## src/rtl/mem_port_arbiter.sv

```systemverilog
// Shares one req/gnt/rvalid memory port between instruction fetch and the
// load/store stage, one transaction at a time, with a response timeout.
module mem_port_arbiter #(
  parameter int ADDR_W   = 64,
  parameter int DATA_W   = 64,
  parameter int MAX_WAIT = 15
) (
  input  logic                clk,
  input  logic                rst,

  input  logic                if_req_valid,
  output logic                if_req_ready,
  input  logic [ADDR_W-1:0]   if_addr,
  output logic                if_rsp_valid,
  output logic [DATA_W-1:0]   if_rsp_data,
  output logic                if_rsp_err,

  input  logic                d_req_valid,
  output logic                d_req_ready,
  input  logic [ADDR_W-1:0]   d_addr,
  input  logic                d_we,
  input  logic [DATA_W-1:0]   d_wdata,
  input  logic [DATA_W/8-1:0] d_wstrb,
  output logic                d_rsp_valid,
  output logic [DATA_W-1:0]   d_rsp_data,
  output logic                d_rsp_err,

  output logic                mem_req,
  input  logic                mem_gnt,
  output logic [ADDR_W-1:0]   mem_addr,
  output logic                mem_we,
  output logic [DATA_W-1:0]   mem_wdata,
  output logic [DATA_W/8-1:0] mem_wstrb,
  input  logic                mem_rvalid,
  input  logic [DATA_W-1:0]   mem_rdata,

  output logic                timeout,
  output logic [1:0]          fsm_state
);

  // Handshake: a request transfers in the cycle where valid and ready are both
  // high; ready is only ever high in IDLE and only for the arbitration winner.
  typedef enum logic [1:0] {
    S_IDLE = 2'd0,
    S_REQ  = 2'd1,
    S_WAIT = 2'd2
  } state_t;

  localparam logic [7:0] LAST_CNT = 8'(MAX_WAIT - 1);

  state_t     state_q, state_d;
  logic       own_d_q;        // owner of the in-flight transaction: 1 = data
  logic       prio_fetch_q;   // 1 = fetch wins the next tie
  logic [7:0] cnt_q;
  logic       grant_if, grant_d, accept, rsp_fire, to_fire;

  always_comb begin
    state_d  = state_q;
    grant_if = 1'b0;
    grant_d  = 1'b0;
    rsp_fire = 1'b0;
    to_fire  = 1'b0;
    case (state_q)
      S_IDLE: begin
        if (rst) begin
          if (d_req_valid && (!if_req_valid || !prio_fetch_q)) grant_d = 1'b1;
          else if (if_req_valid)                                grant_if = 1'b1;
          if (grant_d || grant_if) state_d = S_REQ;
        end
      end
      S_REQ: begin
        if (mem_gnt) state_d = S_WAIT;
      end
      S_WAIT: begin
        // Timeout wins over an rvalid arriving in the same cycle.
        if (cnt_q == LAST_CNT) begin
          to_fire = 1'b1;
          state_d = S_IDLE;
        end else if (mem_rvalid) begin
          rsp_fire = 1'b1;
          state_d  = S_IDLE;
        end
      end
      default: state_d = S_IDLE;
    endcase
  end

  assign accept       = grant_if | grant_d;
  assign if_req_ready = grant_if;
  assign d_req_ready  = grant_d;
  assign timeout      = to_fire;
  assign mem_req      = (state_q == S_REQ);
  assign fsm_state    = state_q;

  always_ff @(posedge clk or negedge rst) begin
    if (!rst) state_q <= S_IDLE;
    else      state_q <= state_d;
  end

  always_ff @(posedge clk or negedge rst) begin
    if (!rst) begin
      own_d_q      <= 1'b0;
      prio_fetch_q <= 1'b0;
      cnt_q        <= '0;
      mem_addr     <= '0;
      mem_we       <= 1'b0;
      mem_wdata    <= '0;
      mem_wstrb    <= '0;
      if_rsp_valid <= 1'b0;
      if_rsp_data  <= '0;
      if_rsp_err   <= 1'b0;
      d_rsp_valid  <= 1'b0;
      d_rsp_data   <= '0;
      d_rsp_err    <= 1'b0;
    end else begin
      if_rsp_valid <= 1'b0;
      if_rsp_err   <= 1'b0;
      d_rsp_valid  <= 1'b0;
      d_rsp_err    <= 1'b0;

      if (accept) begin
        own_d_q      <= grant_d;
        prio_fetch_q <= grant_d;
        mem_addr     <= grant_d ? d_addr : if_addr;
        mem_we       <= grant_d & d_we;
        mem_wdata    <= grant_d ? d_wdata : '0;
        mem_wstrb    <= grant_d ? d_wstrb : '0;
      end

      if (state_q == S_REQ && mem_gnt) cnt_q <= '0;
      else if (state_q == S_WAIT)      cnt_q <= cnt_q + 8'd1;

      if (rsp_fire || to_fire) begin
        if (own_d_q) begin
          d_rsp_valid <= 1'b1;
          d_rsp_err   <= to_fire;
          d_rsp_data  <= to_fire ? '1 : (mem_we ? '0 : mem_rdata);
        end else begin
          if_rsp_valid <= 1'b1;
          if_rsp_err   <= to_fire;
          if_rsp_data  <= to_fire ? '1 : mem_rdata;
        end
      end
    end
  end

endmodule

```

## config.mk

```make
export PLATFORM = sky130hd
export DESIGN_NAME = mem_port_arbiter
export DESIGN_NICKNAME = d
export VERILOG_FILES = /design/src/rtl/mem_port_arbiter.sv
export SDC_FILE = /design/constraint.sdc
export NUM_CORES = 1
export LEC_CHECK = 0
export CORE_AREA = 2 2 215 217
export CTS_BUF_LIST = sky130_fd_sc_hd__clkbuf_8
export DETAILED_ROUTE_END_ITERATION = 10
export DIE_AREA = 0 0 217 219
export PLACE_DENSITY = 0.73
export SLEW_MARGIN = 20
export SYNTH_ARGS = -nofsm -noshare
export SYNTH_HDL_FRONTEND = slang
export SYNTH_SLANG_ARGS = --single-unit
```

## constraint.sdc

```tcl
create_clock -name clk -period 1.75 [get_ports clk]
set_input_delay 0.35 -clock clk [delete_from_list [all_inputs] [get_ports clk]]
set_output_delay 0.35 -clock clk [all_outputs]
set_load 0.05 [all_outputs]
```

# After elaboration in Yosys (flattened, before gate mapping)

Cells that the tools add are included.
W data, S select, Z words.

Reduce and logical (&&, ||, !) cells: 12
Mux-type cells: 38
Add/subtract/negate cells: 1
Bitwise operators: 3
Equal/unequal tests: 7

Operators with widths:

| cell                  | count |
|---|---|
| $mux W64              | 5 |
| $mux W1               | 24 |
| $mux W8               | 3 |
| $mux W2               | 5 |
| $add A8 B1 Y8 const B | 1 |
| $eq A8 B4 Y1 const B  | 1 |
| $pmux W2 S3           | 1 |
| $ne A2 B2 Y1 const B  | 2 |
| $reduce_and A2 Y1     | 2 |
| $reduce_and A4 Y1     | 1 |
| $logic_or A1 B1 Y1    | 3 |
| $ne A3 B3 Y1 const B  | 1 |
| $eq A2 B1 Y1 const B  | 1 |
| $eq A2 B2 Y1 const B  | 1 |
| $logic_and A1 B1 Y1   | 2 |
| $logic_not A1 Y1      | 2 |
| $logic_not A2 Y1      | 1 |
| $ne A2 B1 Y1 const B  | 1 |
| $reduce_bool A2 Y1    | 1 |
| $and A1 B1 Y1         | 1 |
| $not A1 Y1            | 1 |
| $or A1 B1 Y1          | 1 |

Output and inout port bits: 275
Logic and storage cells: 74
Register bits: 280
Input port bits: 271

# Longest topological paths before layout

Depth in word-level cells: 10
Depth in mapped cells: 7

# Worst setup path after synthesis

OpenSTA, ideal clock, no wires.

Path kind: flip-flop to output port
Start point: register cnt_q[0]
End point: output port timeout
Stages on the path, launching flop included: 7
Data arrival time: 1.809 ns
Slack: -0.409 ns
Data required time: 1.400 ns
Cell sequence: dfrtp_1 -> inv_1 -> ha_1 -> nor3b_4 -> buf_2 -> buf_2 -> and3_1

Longest elaborated chain between the ends: 3

Ends and longest elaborated chain:

| element                  | line | text |
|---|---|---|
| start: declaration       | 54   | `logic [7:0] cnt_q;` |
| start signal: assignment | 131  | `else if (state_q == S_WAIT) cnt_q <= cnt_q + 8'd1;` |
| $eq A8 B4 Y1             | 76   | `if (cnt_q == LAST_CNT) begin` |
| $mux W1                  | 76   |  |
| $mux W1                  | 63   | `case (state_q)` |
| end: declaration         | 37   | `output logic timeout,` |

Every way passes these cells.

# Worst setup path in the final report

Start point: register cnt_q[7]
End point: output port timeout

The elaborated chain is that of the path after synthesis.

==> impl_metrics.ini <==
[status]
status = complete, but fails checks
violations = setup timing

[cts]
clkSinkCount = 280
clkTransAtPathRegs_ns = 0.06
clk_latency_ns = 0.65
cts_max_path_buffers = 3
cts_buffers = 50
cts_max_level = 2
cts_tree = yes
cts_root_buffer = clkbuf_8

[floorplanning]
initial_utilization_pct = 30.2
die-area_mm2 = 0.0475
rows = 78
fp.dieH_um = 219
io_pins = 546
die_w_um = 217
core_mm2 = 0.0451

[yosys]
async_flop_share_pct = 100
syn_inst = 1420
yosys.area.top_type_share_pct = 51.5
ys_ff_latch = 280
synth-seq-area-share_pct = 51.5
synth_nets = 1693
synthTopCellsByArea = dfrtp_1, a211oi_1, o2bb2ai_1
syn_avg_cell_area_um2 = 9.58
synth_common_cells = dfrtp_1, a211oi_1, nor2_1
yosysWarnings = 0
syn-cell-area_mm2 = 0.0136
yosysMostFrequentCell = dfrtp_1
yosysTopAreaCell = dfrtp_1
synth_edf_count = 0
ys_types = 46
synth-main-ff-cell = dfrtp_1

[route]
drtIter0Drc = 1291
postRouteAntennaNets = 0
routed_wl_mm = 57.1
dr.pass1.iters = 6
wl_per_cell_um = 21.6
viasPerCell = 5.32
via_count = 14100
drc = 0

[setup_path]
cp.required_ns = 1.40
critPathLaunchType = register
critPathKind = register to output port
reg2reg_depth = 8
cp-end-kind = output port
crit_fanout = 2
crit_arrival_ns = 1.83

[place]
port-buffer-count = 545
gp_congestion = 0.922
dp.cells = 2535
dp_slack_ns = -0.214
dp_hpwl_mm = 41.7

[global_route]
grt_overflow = 0
grt_max_degree = 143
grt.total_usage_pct = 23.2
gr-max-usage-layer = met2
grt_util_met2_pct = 38.3
grt.met1_usage_pct = 26.6
antenna_found_initial = 8
grt_use_met3_pct = 7.55
grt_pass1_vias = 14100
grt_pass1_wl_mm = 84.9

[timing]
max_freq_mhz = 459
holdWs_ns = 0.241
period_needed_ns = 2.18
finalHoldViolCount = 0
worst_pin_slew_ns = 0.926
finalWorstSetupSlack_ns = -0.431
skew_ns = 0.0377
setup_viol = 174
fin_crit_sh_pct = 125
grt_setup_unrepaired = yes
maxSlewHeadroom_pct = 38.3
drv_slew = 0

[power_and_ir_drop]
leakagePower_nw = 9.38
irDropWorstVdd_v = 0.00104
pwr_density_cell_mw_per_mm2 = 1600

[final_layout]
area_growth_pct = 59.6
drive_above_1_share_pct = 28.3
fill_cells = 4130
fin_cells = 2644
nets = 2277

[hold_path]
hold_depth = 4
min_path_type = input port to register

[job]
drv_cap = 0
==> worst paths after layout <==
| check | slack [ns] | endpoint | start |
|---|---|---|---|
| hold / removal | 0.24 | prio_fetch_q$_DFFE_PN0P_ | rst |
| setup reg to reg | -0.32 | if_rsp_data[16]$_DFFE_PN0P_ | cnt_q[7]$_DFFE_PN0P_ |
| min in group asynchronous | 0.56 | if_rsp_data[3]$_DFFE_PN0P_ | rst |
| hold reg to reg | 0.49 | mem_addr[25]$_DFFE_PN0P_ | mem_addr[25]$_DFFE_PN0P_ |
| max in group asynchronous | 0.09 | mem_we$_DFFE_PN0P_ | rst |
| setup / recovery | -0.43 | timeout | cnt_q[7]$_DFFE_PN0P_ |
==> power by group <==
| part | switching, mW | total (mW) | leakage, nW | internal [mW] |
|---|---|---|---|---|
| Combinational | 11.8 | 17.7 | 5.09 | 5.91 |
| Clock | 3.01 | 7.02 | 0.614 | 4.01 |
| Sequential | 1.50 | 9.89 | 3.67 | 8.39 |
| Total | 16.3 | 34.6 | 9.38 | 18.3 |
==> worst max-delay path: stages, from the launching register on <==
cell	delay, ns
dfrtp_1	0.42
nor4bb_4	0.33
buf_12	0.14
and3_4	0.19
buf_12	0.14
==> sequential cells by signal, indices dropped and copies added, names as in the netlist <==
register      cells
d_rsp_data       64
d_rsp_err         1
d_rsp_valid       1
mem_we            1
prio_fetch_q      1
if_rsp_valid      1
mem_addr         64
mem_wstrb         8
if_rsp_data      64
mem_wdata        64
if_rsp_err        1
fsm_state         2
cnt_q             8
==> metal layers <==
layer  vias to the layer above  wire, um
li1                       6352         -
met1                      6831     21300
met2                       720     27200
met3                       150      5190
met4                         8      3350
met5                         -        59
==> logic make-up after synthesis <==
kind of cell	count (synthesis)	share of synthesized area [%]
compound gates	474	25.5
simple gates	439	15.3
flops	280	51.5
buf+inv	220	7.17
mux	4	0.304
fa+ha+maj	2	0.184
xor+xnor	1	0.0644
==> repair_timing <==
action	in CTS	in global routing
gates cloned	2	0
endpoints found under the setup margin	127	140
gates resized for setup	11	28
hold endpoints to repair	138	0
setup buffers	7	7
pin swaps	4	6
hold buffers	1	0
==> placed cells by master (no fill, tap or decap), types with 3 or more instances in the layout <==
cell             netlist  routed
bufinv_16              0       6
nor2_1               138     137
clkdlybuf4s50_1        0     268
nand3_1               73      73
clkbuf_8               0      60
inv_1                 68      79
dfrtp_2                0       4
a211oi_2               0      62
nor3_1                64      64
buf_8                  0      11
a22oi_1               65      65
o21ai_0               75      75
nand2b_1              64      64
buf_12                 0      43
a211oi_1             256     194
clkinv_2               0       7
buf_6                  9      10
a21oi_1                4       4
nand3b_1               3       3
nand2_1               80      80
o2bb2ai_1             64      63
dfrtp_1              280     276
diode_2                0       5
mux2i_1                3       3
buf_4                  7     347
==> cell type report <==
| type | instances | area, um^2 | area share, % |
|---|---|---|---|
| tap | 600 | 751 | 3.46 |
| clock inverter | 27 | 289 | 1.33 |
| inverter | 69 | 259 | 1.19 |
| timing repair buffer | 683 | 6520 | 30.1 |
| sequential | 280 | 7010 | 32.3 |
| clock buffer | 60 | 826 | 3.80 |
| antenna | 5 | 12.5 | 0.0576 |
| multi-input combinational | 920 | 6030 | 27.8 |
==> per-stage QoR <==
step                setup TNS, ns  total power, mW  area, um^2  utilization, %
detailed placement         -17.32             27.5       20300            44.9
CTS                        -20.22             34.8       21500            47.8
global route               -33.69             36.1       21700            48.1
finish                     -16.80             34.6       21700            48.1
floorplan                   -3.71             20.4       13900               -
global placement           -12.70             27.3       20300            44.9
Power figures use the tool's default switching activity.
